## src/rtl/core_pkg.sv

```systemverilog
// ----------------------------------------------------------------------------
// core_pkg.sv
// Shared pipeline definitions for the core: data-RAM geometry, the memory /
// ALU / format opcode enumerations and the decoded-instruction bundle
// (pipeline_bus_t) that travels between pipeline stages.
// No ports; compile before any file that imports core.
// ----------------------------------------------------------------------------
package core;

    localparam int ADDR_WIDTH = 11;              // word-address width of data RAM
    localparam int DATA_WIDTH = 32;              // data RAM word width
    localparam int DEPTH      = 1 << ADDR_WIDTH; // data RAM depth in words

    // Encodings 9..15 are unused and behave as MEM_NOP.
    typedef enum logic [3:0] {
        MEM_NOP = 4'd0,
        LB      = 4'd1,
        LH      = 4'd2,
        LW      = 4'd3,
        LBU     = 4'd4,
        LHU     = 4'd5,
        SB      = 4'd6,
        SH      = 4'd7,
        SW      = 4'd8
    } mem_op_e;

    typedef enum logic [3:0] {
        ALU_ADD  = 4'd0,
        ALU_SUB  = 4'd1,
        ALU_AND  = 4'd2,
        ALU_OR   = 4'd3,
        ALU_XOR  = 4'd4,
        ALU_SLL  = 4'd5,
        ALU_SRL  = 4'd6,
        ALU_SRA  = 4'd7,
        ALU_SLT  = 4'd8,
        ALU_SLTU = 4'd9,
        ALU_NOP  = 4'd15
    } alu_op_e;

    typedef enum logic [2:0] {
        FMT_R = 3'd0,
        FMT_I = 3'd1,
        FMT_S = 3'd2,
        FMT_B = 3'd3,
        FMT_U = 3'd4,
        FMT_J = 3'd5,
        NOP   = 3'd7
    } format_e;

    typedef struct packed {
        mem_op_e     mem_op;
        alu_op_e     alu_op;
        format_e     format;
        logic [4:0]  rd;
        logic        wb_en;
        logic [31:0] pc;
    } pipeline_bus_t;

    // Idle bundle: all-zero except the opcode fields, which read as NOPs.
    localparam pipeline_bus_t BUS_RESET = '{
        mem_op: MEM_NOP,
        alu_op: ALU_NOP,
        format: NOP,
        rd:     5'd0,
        wb_en:  1'b0,
        pc:     32'd0
    };

endpackage

```

## src/rtl/mem_stage_if.sv

```systemverilog
// ----------------------------------------------------------------------------
// mem_stage_if.sv
// Bundles every non-clock signal of mem_stage: the execute-side handshake
// (in_*), the writeback-side handshake (out_*) and the data-RAM port (dmem_*).
// Modports:
//   slave  - the mem_stage view (consumes in_*, out_ready, dmem_rdata)
//   master - the surrounding pipeline / RAM view (the mirror image)
// ----------------------------------------------------------------------------
interface mem_stage_if #(
    parameter int ADDR_WIDTH = core::ADDR_WIDTH,
    parameter int DATA_WIDTH = core::DATA_WIDTH
);
    // execute -> mem
    logic                     in_valid;
    logic                     in_ready;
    core::pipeline_bus_t      in_bus;
    logic [31:0]              in_addr;
    logic [31:0]              in_wdata;
    // mem -> writeback
    logic                     out_valid;
    logic                     out_ready;
    core::pipeline_bus_t      out_bus;
    logic [31:0]              out_data;
    logic                     out_misalign;
    // data RAM port
    logic                     dmem_en;
    logic [3:0]               dmem_we;
    logic [ADDR_WIDTH-1:0]    dmem_addr;
    logic [DATA_WIDTH-1:0]    dmem_wdata;
    logic [DATA_WIDTH-1:0]    dmem_rdata;

    modport slave (
        input  in_valid, in_bus, in_addr, in_wdata, out_ready, dmem_rdata,
        output in_ready, out_valid, out_bus, out_data, out_misalign,
               dmem_en, dmem_we, dmem_addr, dmem_wdata
    );

    modport master (
        output in_valid, in_bus, in_addr, in_wdata, out_ready, dmem_rdata,
        input  in_ready, out_valid, out_bus, out_data, out_misalign,
               dmem_en, dmem_we, dmem_addr, dmem_wdata
    );

endinterface

```

## src/rtl/mem_stage.sv

```systemverilog
// ----------------------------------------------------------------------------
// mem_stage.sv
// Memory-access stage between execute and writeback. Holds one instruction,
// issues loads/stores to a single-port synchronous data RAM and returns
// lane-extracted (sign/zero-extended) load data or the passthrough ALU result.
//
// Ports:
//   clk     - sole clock, rising edge
//   rst     - asynchronous active-high reset
//   mem_if  - mem_stage_if.slave: in_* handshake from execute, out_* handshake
//             to writeback, dmem_* RAM port (dmem_* are combinational from in_*
//             and active only in the accept cycle)
//
// Optional feature: define MEM_MISALIGN_TRAP_EN to trap misaligned halfword /
// word accesses (no RAM access, out_misalign=1, out_data=faulting address).
// Without it out_misalign is constant 0 and the low address bits are simply
// ignored for halfword/word accesses.
// ----------------------------------------------------------------------------
module mem_stage #(
    parameter int ADDR_WIDTH = core::ADDR_WIDTH,
    parameter int DATA_WIDTH = core::DATA_WIDTH
) (
    input  logic        clk,
    input  logic        rst,
    mem_stage_if.slave  mem_if
);
    import core::*;

    typedef enum logic [1:0] {EMPTY, LOAD, FULL} state_e;

    state_e                r_state;
    state_e                w_next_state;
    pipeline_bus_t         r_bus;
    logic [DATA_WIDTH-1:0] r_data;
    logic                  r_misalign;
    logic [1:0]            r_off;

    logic                  w_in_ready;
    logic                  w_out_valid;
    logic                  w_accept;
    logic                  w_is_load;
    logic                  w_is_store;
    logic                  w_trap;
    logic                  w_go_load;
    logic [1:0]            w_off;
    logic [3:0]            w_be;
    logic [DATA_WIDTH-1:0] w_wdata;
    logic [DATA_WIDTH-1:0] w_load_data;

    assign w_off = mem_if.in_addr[1:0];

    // NOTE: every output of an always_comb gets a default first, so no path
    // leaves it unassigned and no latch is inferred.
    always_comb begin
        w_is_load  = 1'b0;
        w_is_store = 1'b0;
        case (mem_if.in_bus.mem_op)
            LB, LH, LW, LBU, LHU: w_is_load  = 1'b1;
            SB, SH, SW:           w_is_store = 1'b1;
            default:              ;
        endcase
    end

`ifdef MEM_MISALIGN_TRAP_EN
    always_comb begin
        w_trap = 1'b0;
        case (mem_if.in_bus.mem_op)
            LH, LHU, SH: w_trap = w_off[0];
            LW, SW:      w_trap = |w_off;
            default:     ;
        endcase
    end
`else
    assign w_trap = 1'b0;
`endif

    // Byte enables and lane-replicated store data; halfwords pick their lane
    // with addr[1] only, words ignore the low two bits.
    always_comb begin
        w_be    = 4'b0000;
        w_wdata = mem_if.in_wdata;
        case (mem_if.in_bus.mem_op)
            SB: begin
                w_be    = 4'b0001 << w_off;
                w_wdata = {4{mem_if.in_wdata[7:0]}};
            end
            SH: begin
                w_be    = w_off[1] ? 4'b1100 : 4'b0011;
                w_wdata = {2{mem_if.in_wdata[15:0]}};
            end
            SW:      w_be = 4'b1111;
            default: ;
        endcase
    end

    assign w_accept  = mem_if.in_valid & w_in_ready;
    assign w_go_load = w_is_load & ~w_trap;

    assign mem_if.dmem_en    = w_accept & (w_is_load | w_is_store) & ~w_trap;
    assign mem_if.dmem_we    = (w_accept & w_is_store & ~w_trap) ? w_be : 4'b0000;
    assign mem_if.dmem_addr  = mem_if.in_addr[ADDR_WIDTH+1:2];
    assign mem_if.dmem_wdata = w_wdata;

    // Lane select and extension of the RAM word for the held load.
    function automatic logic [31:0] f_extract(input mem_op_e op,
                                              input logic [1:0] off,
                                              input logic [31:0] word);
        logic [7:0]  v_byte;
        logic [15:0] v_half;
        case (off)
            2'd0:    v_byte = word[7:0];
            2'd1:    v_byte = word[15:8];
            2'd2:    v_byte = word[23:16];
            default: v_byte = word[31:24];
        endcase
        v_half = off[1] ? word[31:16] : word[15:0];
        case (op)
            LB:      return {{24{v_byte[7]}}, v_byte};
            LBU:     return {24'd0, v_byte};
            LH:      return {{16{v_half[15]}}, v_half};
            LHU:     return {16'd0, v_half};
            default: return word;
        endcase
    endfunction

    assign w_load_data = f_extract(r_bus.mem_op, r_off, mem_if.dmem_rdata);

    // ---------------- FSM: state register ----------------
    // NOTE: sequential state is updated with non-blocking assignments so every
    // register samples values from before the clock edge.
    always_ff @(posedge clk or posedge rst) begin
        if (rst) r_state <= EMPTY;
        else     r_state <= w_next_state;
    end

    // ---------------- FSM: next state ----------------
    always_comb begin
        w_next_state = r_state;
        case (r_state)
            EMPTY: if (w_accept) w_next_state = w_go_load ? LOAD : FULL;
            LOAD:  w_next_state = FULL;
            FULL: begin
                if (mem_if.out_ready) begin
                    if (w_accept) w_next_state = w_go_load ? LOAD : FULL;
                    else          w_next_state = EMPTY;
                end
            end
            default: w_next_state = EMPTY;
        endcase
    end

    // ---------------- FSM: outputs ----------------
    always_comb begin
        w_in_ready  = 1'b0;
        w_out_valid = 1'b0;
        case (r_state)
            EMPTY: w_in_ready = 1'b1;
            FULL: begin
                w_in_ready  = mem_if.out_ready;
                w_out_valid = 1'b1;
            end
            default: ;
        endcase
    end

    assign mem_if.in_ready  = w_in_ready;
    assign mem_if.out_valid = w_out_valid;

    // Result registers. A load leaves r_data untouched at accept and fills it
    // from the RAM in the LOAD cycle; everything else is final at accept.
    always_ff @(posedge clk or posedge rst) begin
        if (rst) begin
            r_bus      <= BUS_RESET;
            r_data     <= '0;
            r_misalign <= 1'b0;
            r_off      <= 2'b00;
        end else if (w_accept) begin
            r_bus      <= mem_if.in_bus;
            r_off      <= w_off;
            r_misalign <= w_trap;
            if (!w_go_load)
                r_data <= (w_is_store & ~w_trap) ? '0 : mem_if.in_addr;
        end else if (r_state == LOAD) begin
            r_data <= w_load_data;
        end
    end

    assign mem_if.out_bus      = r_bus;
    assign mem_if.out_data     = r_data;
    assign mem_if.out_misalign = r_misalign;

endmodule

```

## src/flat_wrapper.sv

```systemverilog
// flat-port wrapper written by rule: the top's interface ports become plain ports
module mem_stage_flat import core::*;
#(
    parameter int ADDR_WIDTH = core::ADDR_WIDTH,
    parameter int DATA_WIDTH = core::DATA_WIDTH
)
  (clk, rst, mem_if_in_valid, mem_if_in_bus, mem_if_in_addr, mem_if_in_wdata, mem_if_out_ready, mem_if_dmem_rdata, mem_if_in_ready, mem_if_out_valid, mem_if_out_bus, mem_if_out_data, mem_if_out_misalign, mem_if_dmem_en, mem_if_dmem_we, mem_if_dmem_addr, mem_if_dmem_wdata);
  mem_stage_if #(.ADDR_WIDTH(ADDR_WIDTH), .DATA_WIDTH(DATA_WIDTH)) mem_if_i ();
  input  logic clk;
  input  logic rst;
  input wire logic [$bits(mem_if_i.in_valid)-1:0] mem_if_in_valid;
  input wire logic [$bits(mem_if_i.in_bus)-1:0] mem_if_in_bus;
  input wire logic [$bits(mem_if_i.in_addr)-1:0] mem_if_in_addr;
  input wire logic [$bits(mem_if_i.in_wdata)-1:0] mem_if_in_wdata;
  input wire logic [$bits(mem_if_i.out_ready)-1:0] mem_if_out_ready;
  input wire logic [$bits(mem_if_i.dmem_rdata)-1:0] mem_if_dmem_rdata;
  output wire logic [$bits(mem_if_i.in_ready)-1:0] mem_if_in_ready;
  output wire logic [$bits(mem_if_i.out_valid)-1:0] mem_if_out_valid;
  output wire logic [$bits(mem_if_i.out_bus)-1:0] mem_if_out_bus;
  output wire logic [$bits(mem_if_i.out_data)-1:0] mem_if_out_data;
  output wire logic [$bits(mem_if_i.out_misalign)-1:0] mem_if_out_misalign;
  output wire logic [$bits(mem_if_i.dmem_en)-1:0] mem_if_dmem_en;
  output wire logic [$bits(mem_if_i.dmem_we)-1:0] mem_if_dmem_we;
  output wire logic [$bits(mem_if_i.dmem_addr)-1:0] mem_if_dmem_addr;
  output wire logic [$bits(mem_if_i.dmem_wdata)-1:0] mem_if_dmem_wdata;
  assign mem_if_i.in_valid = mem_if_in_valid;
  assign mem_if_i.in_bus = mem_if_in_bus;
  assign mem_if_i.in_addr = mem_if_in_addr;
  assign mem_if_i.in_wdata = mem_if_in_wdata;
  assign mem_if_i.out_ready = mem_if_out_ready;
  assign mem_if_i.dmem_rdata = mem_if_dmem_rdata;
  assign mem_if_in_ready = mem_if_i.in_ready;
  assign mem_if_out_valid = mem_if_i.out_valid;
  assign mem_if_out_bus = mem_if_i.out_bus;
  assign mem_if_out_data = mem_if_i.out_data;
  assign mem_if_out_misalign = mem_if_i.out_misalign;
  assign mem_if_dmem_en = mem_if_i.dmem_en;
  assign mem_if_dmem_we = mem_if_i.dmem_we;
  assign mem_if_dmem_addr = mem_if_i.dmem_addr;
  assign mem_if_dmem_wdata = mem_if_i.dmem_wdata;
  mem_stage #(.ADDR_WIDTH(ADDR_WIDTH), .DATA_WIDTH(DATA_WIDTH)) u_core (.clk(clk), .rst(rst), .mem_if(mem_if_i));
endmodule
```

## config.mk

```make
export PLATFORM = sky130hd
export DESIGN_NAME = mem_stage_flat
export DESIGN_NICKNAME = d
export VERILOG_FILES = /design/src/rtl/core_pkg.sv /design/src/rtl/mem_stage_if.sv /design/src/rtl/mem_stage.sv /design/src/flat_wrapper.sv
export SDC_FILE = /design/constraint.sdc
export NUM_CORES = 1
export LEC_CHECK = 0
export ABC_AREA = 1
export BUFFER_PORTS_ARGS = -buffer_cell sky130_fd_sc_hd__buf_2
export CORE_ASPECT_RATIO = 0.7
export CORE_MARGIN = 1
export CORE_UTILIZATION = 47
export CTS_BUF_LIST = sky130_fd_sc_hd__clkbuf_8
export DETAILED_ROUTE_END_ITERATION = 6
export PLACE_DENSITY = 0.91
export RECOVER_POWER = 50
export SYNTH_ARGS = -nofsm -noshare
export SYNTH_HDL_FRONTEND = slang
export SYNTH_SLANG_ARGS = --single-unit
```

## constraint.sdc

```tcl
create_clock -name clk -period 4 [get_ports clk]
set_clock_uncertainty 0.05 [all_clocks]
set_input_delay 0.8 -clock clk [delete_from_list [all_inputs] [get_ports clk]]
set_output_delay 0.8 -clock clk [all_outputs]
set_load 0.05 [all_outputs]
```

* Word level (Yosys, flattened, before mapping) *
Index checks and enable logic that the tools add are counted.

cells by class
  equal/unequal tests = 19
  shift-type cells = 1
  muxes and demuxes = 20
  bitwise logic cells = 4
  reduce and logical (&&, ||, !) cells = 7

operators by type and width
  cell                                                 count
  two-way mux 32 bit                                   4
  case mux 32 bit (4 select lines)                     1
  case mux 32 bit (2 select lines)                     1
  equality test 4 x 3 -> 1 bit, second input constant  6
  case mux 8 bit (3 select lines)                      1
  two-way mux 16 bit                                   1
  equality test 4 x 2 -> 1 bit, second input constant  3
  case mux 4 bit (3 select lines)                      1
  equality test 4 x 1 -> 1 bit, second input constant  2
  two-way mux 2 bit                                    4
  two-way mux 4 bit                                    2
  case mux 2 bit (3 select lines)                      1
  OR reduction 5 bit                                   1
  equality test 2 x 1 -> 1 bit, second input constant  2
  equality test 2 bit, second input constant           2
  equality test 4 bit, second input constant           1
  logical NOT 2 bit                                    2
  != test 2 bit, second input constant                 2
  AND reduction 2 bit                                  2
  << shifter 1 x 2 -> 4 bit, first input constant      1
  bitwise AND 1 bit                                    3
  two-way mux 1 bit                                    3
  OR reduction 3 bit                                   1
  != test 2 x 1 -> 1 bit, second input constant        1
  other kinds (3)                                      3

word-level totals
  flip-flop bits (word level) = 85
  input bits = 149
  output and inout bits = 132

* Longest topological paths before layout *
  depth in word-level cells = 7
  gate-level depth with buffers = 14

* Worst setup path after synthesis *
OpenSTA, ideal clock, no wires.

  kind = in2out
  start point = in mem_if_out_ready
  end point = out mem_if_dmem_en
  data arrival time = 2,406 ps
  path slack = 744 ps
  cell stages on the path = 8
  buffers on the path = 2
  cell sequence = inv_1 > nand2_1 > nand2_1 > inv_2 > nand2_4 > buf_2 > buf_1 > a21oi_1

between the ends
  longest elaborated chain between the ends = 3

ends and longest elaborated chain
  what                             RTL line            RTL
  from (decl)                      flat_wrapper.sv:15  input wire logic [$bits(mem_if_i.out_ready)-1:0] mem_if_out_ready;
  case mux 1 bit (2 select lines)  mem_stage.sv:156    case (r_state)
  via mem_if_in_ready              flat_wrapper.sv:17  output wire logic [$bits(mem_if_i.in_ready)-1:0] mem_if_in_ready;
  bitwise AND 1 bit                mem_stage.sv:96     assign w_accept = mem_if.in_valid & w_in_ready;
  bitwise AND 1 bit                mem_stage.sv:99     assign mem_if.dmem_en = w_accept & (w_is_load | w_is_store) & ~w_trap;
  to (decl)                        flat_wrapper.sv:22  output wire logic [$bits(mem_if_i.dmem_en)-1:0] mem_if_dmem_en;

The timed path passes the listed nets, and every way through them passes these cells.

* Worst setup path after layout *
  start point = in mem_if_out_ready
  end point = out mem_if_dmem_we[2]

between the ends
  longest elaborated chain between the ends = 4

ends and longest elaborated chain
  what                             RTL line            RTL
  case mux 1 bit (2 select lines)  mem_stage.sv:156
  bitwise AND 1 bit                mem_stage.sv:96
  bitwise AND 1 bit                mem_stage.sv:100    assign mem_if.dmem_we = (w_accept & w_is_store & ~w_trap) ? w_be : 4'b0000;
  two-way mux 4 bit                mem_stage.sv:100
  to (decl)                        flat_wrapper.sv:23  output wire logic [$bits(mem_if_i.dmem_we)-1:0] mem_if_dmem_we;

Every way passes these cells.

==> results.yml <==
run_status:
  outcome: "complete, but fails checks"
  violations: "capacitance limit, slew limit"
synthesis:
  seq_area_frac_synth_pct: 39.9
  ys_seq_elements: 85
  synth.most_common_cell: "nand2_1"
  netlist_top_cells_area: "dfrtp_1 (36%), nand2_1 (28%), inv_1 (4.1%), buf_4 (3.9%), dfstp_2 (3.4%)"
  yosysTopAreaCell: "dfrtp_1"
  yosys_warnings: 0
  synth.distinct_cells: 30
  synthArstFlopShare_pct: 100
  syn_avg_cell_area_um2: 6.69
  syn_nets: 950
  ys_top_cells_by_count: "nand2_1 (394), dfrtp_1 (78), inv_1 (58)"
  synth_area_mm2: 0.00536
  synthCells: 801
  synth_ff_type: "dfrtp_1"
  synth_edf_count: 0
  netlist.area_leader.share_pct: 36.4
floorplanning:
  core_area_mm2: 0.0111
  die_y_um: 91.3
  initial_core_util_pct: 48.5
  row_count: 32
  io_pins: 281
  die-area_mm2: 0.0118
  dieWidth_um: 130
worst_setup_path:
  reg2reg_from: "u_core.r_state[1]"
  startpoint_type: "primary input"
  crit_required_ns: 3.15
  reg2reg_slack_ns: 1.28
  crit_path_start: "mem_if_out_ready"
  worstSetupPathType: "primary input to output port"
  worst_r2r_endpoint: "u_core.mem_if.out_data[19]"
  critPathCapture: "mem_if_dmem_we[2]"
  crit_fanout: 36
  r2r_cells: 10
  critPathArrivalTime_ns: 2.64
  worstSetupEndpointType: "output port"
grt:
  grt_pass1_vias: 5329
  grt-ovfl-total: 0
  grt_antenna_before_repair: 0
  grt_max_degree: 73
  grt_first_pass_wirelength_um: 25600
  grt_use_total_pct: 27.5
place:
  place_congestion: 0.894
  portBuffers: 279
  dpl.hpwl_um: 12300
  preCtsSetupSlack_ns: 0.805
pwr:
  power_density_mw_per_mm2: 574
  power.internal_mw: 1.82
  comb_power_share_pct: 52.0
  total_leakage_power_nw: 3.92
  pwr-share-seq_pct: 32.4
  sw_frac_of_total_pct: 52.9
  power_switching_mw: 2.04
  pwr-share-clk_pct: 15.6
  ir_drop_uv: 312
timing:
  fin_crit_ns: 3.49
  period_share_pct: 87.4
  final_max_slew_viol_count: 83
  rsz0062_at_grt: "false"
  max_slew_margin_pct: -67.3
  setup_violations: 0
  tightest_slew_ns: 2.51
  hold_violations: 0
  fin_ws_ns: 0.505
  max_freq_mhz: 286
  hold_ws_ns: 0.305
  fin_setup_tns_ns: 0
clocking:
  cts_root_buffer: "clkbuf_8"
  cts_made_buffers: 9
  clk_pin_slew_ns: 0.09
  ctsResizeCount: 0
  cts.path.max_buffers: 2
  clk_latency_ns: 0.35
  cts_sinks: 85
  post_cts_buffers: 0
  cts_tree: "yes"
  ctsHoldBuffers: 0
  cts_max_level: 3
route:
  num_vias: 5891
  routed_wl_um: 16100
  dr.pass1.iters: 5
  drt_iter0_drc: 372
  drcViolationCount: 0
  wl_per_cell_um: 13.4
  antenna_left: 0
  viasPerCell: 4.91
run:
  drv_cap: 2
cells_and_area:
  n_antenna_cell: 0
  multi_input_area_mm2: 0.00260
  area_growth_pct: 25.5
  regArea_mm2: 0.00214
  num-fill-cells: 1088
  drive_gt1_share_pct: 27.2
  fin_nets: 1190
hold_path:
  holdCritPathClass: "primary input to async pin"
-- registers in the layout, indices dropped and copies added, names as in the netlist --
name and cells:
u_core.r_state 2, u_core.mem_if.out_bus 49, u_core.mem_if.out_data 32, u_core.r_off 2
-- area by class of cell --
cell class,count,share of cell area [%]
Clock inverter,7,1.01
Tap cell,153,2.85
Multi-Input combinational cell,594,38.7
Sequential cell,85,31.8
Clock buffer,9,1.84
Inverter,67,3.80
Timing Repair Buffer,284,20.1
-- cells in the final DEF, fill, tap and decap left out, drive strengths merged --
cell type  netlist  layout
a21oi           32      32
dfrtp           78      78
nor3             3       3
nor2            55      55
buf             48     220
nand3           39      39
clkinv           0       3
clkbuf           7      73
or2              9       9
nand2          403     403
bufinv           0       1
inv             67      68
conb             1       1
dfstp            7       7
o21ai           39      39
clkinvlp         0       2
o211ai          13      13
-- per-stage QoR --
stage | utilization, % | cell area, µm² | total power, mW | std cells
floorplan | - | 5360 | 2.84 | 801
global placement | 59.9 | 6620 | 3.28 | 1183
detailed placement | 59.9 | 6620 | 3.31 | 1183
CTS | 61.7 | 6820 | 3.92 | 1199
global route | 60.8 | 6720 | 4.08 | 1199
finish | 60.8 | 6720 | 3.86 | 1199
-- worst max-delay path, stage by stage --
cell      delay [ns]
buf_2           0.09
inv_1           0.04
nand2_1         0.05
nand2_1         0.05
clkinv_1        0.05
nand2_1         0.71
nor2_2          0.40
o21ai_0         0.13
inv_1           0.07
buf_2           0.25
-- logic make-up after synthesis --
group | Yosys count | share of synthesized area [%]
other cells | 1 | 0.0700
compound gates | 84 | 8.81
flops | 85 | 39.9
buf+inv | 122 | 11.4
simple gates | 509 | 39.8
-- power groups by stage --
| stage | clock, mW | combinational [mW] | sequential [mW] |
|---|---|---|---|
| global placement | 0 | 2.03 | 1.25 |
| finish | 0.602 | 2.01 | 1.25 |
| detailed placement | 0 | 2.06 | 1.25 |
| global route | 0.646 | 2.16 | 1.28 |
| CTS | 0.617 | 2.06 | 1.24 |
| floorplan | 0 | 0.830 | 2.01 |
-- per-layer routing --
| metal | up-vias | wire (µm) | track usage, % |
|---|---|---|---|
| met5 | - | 0 | 0 |
| met4 | 0 | 279 | 7.75 |
| met3 | 25 | 1320 | 6.78 |
| met2 | 257 | 7270 | 44.0 |
| met1 | 2687 | 7240 | 36.8 |
| li1 | 2922 | - | - |
-- how the worst min path moves through the flow --
stage | from | endpoint
finish | rst | u_core.mem_if.out_bus[0]
global route | rst | u_core.mem_if.out_bus[2]
CTS | rst | u_core.mem_if.out_bus[2]
detailed placement | u_core.mem_if.out_bus[44] | u_core.mem_if.out_bus[44]
global placement | u_core.mem_if.out_bus[38] | u_core.mem_if.out_bus[38]
floorplan | u_core.mem_if.out_bus[40] | u_core.mem_if.out_bus[40]
Power figures use the tool's default switching activity.
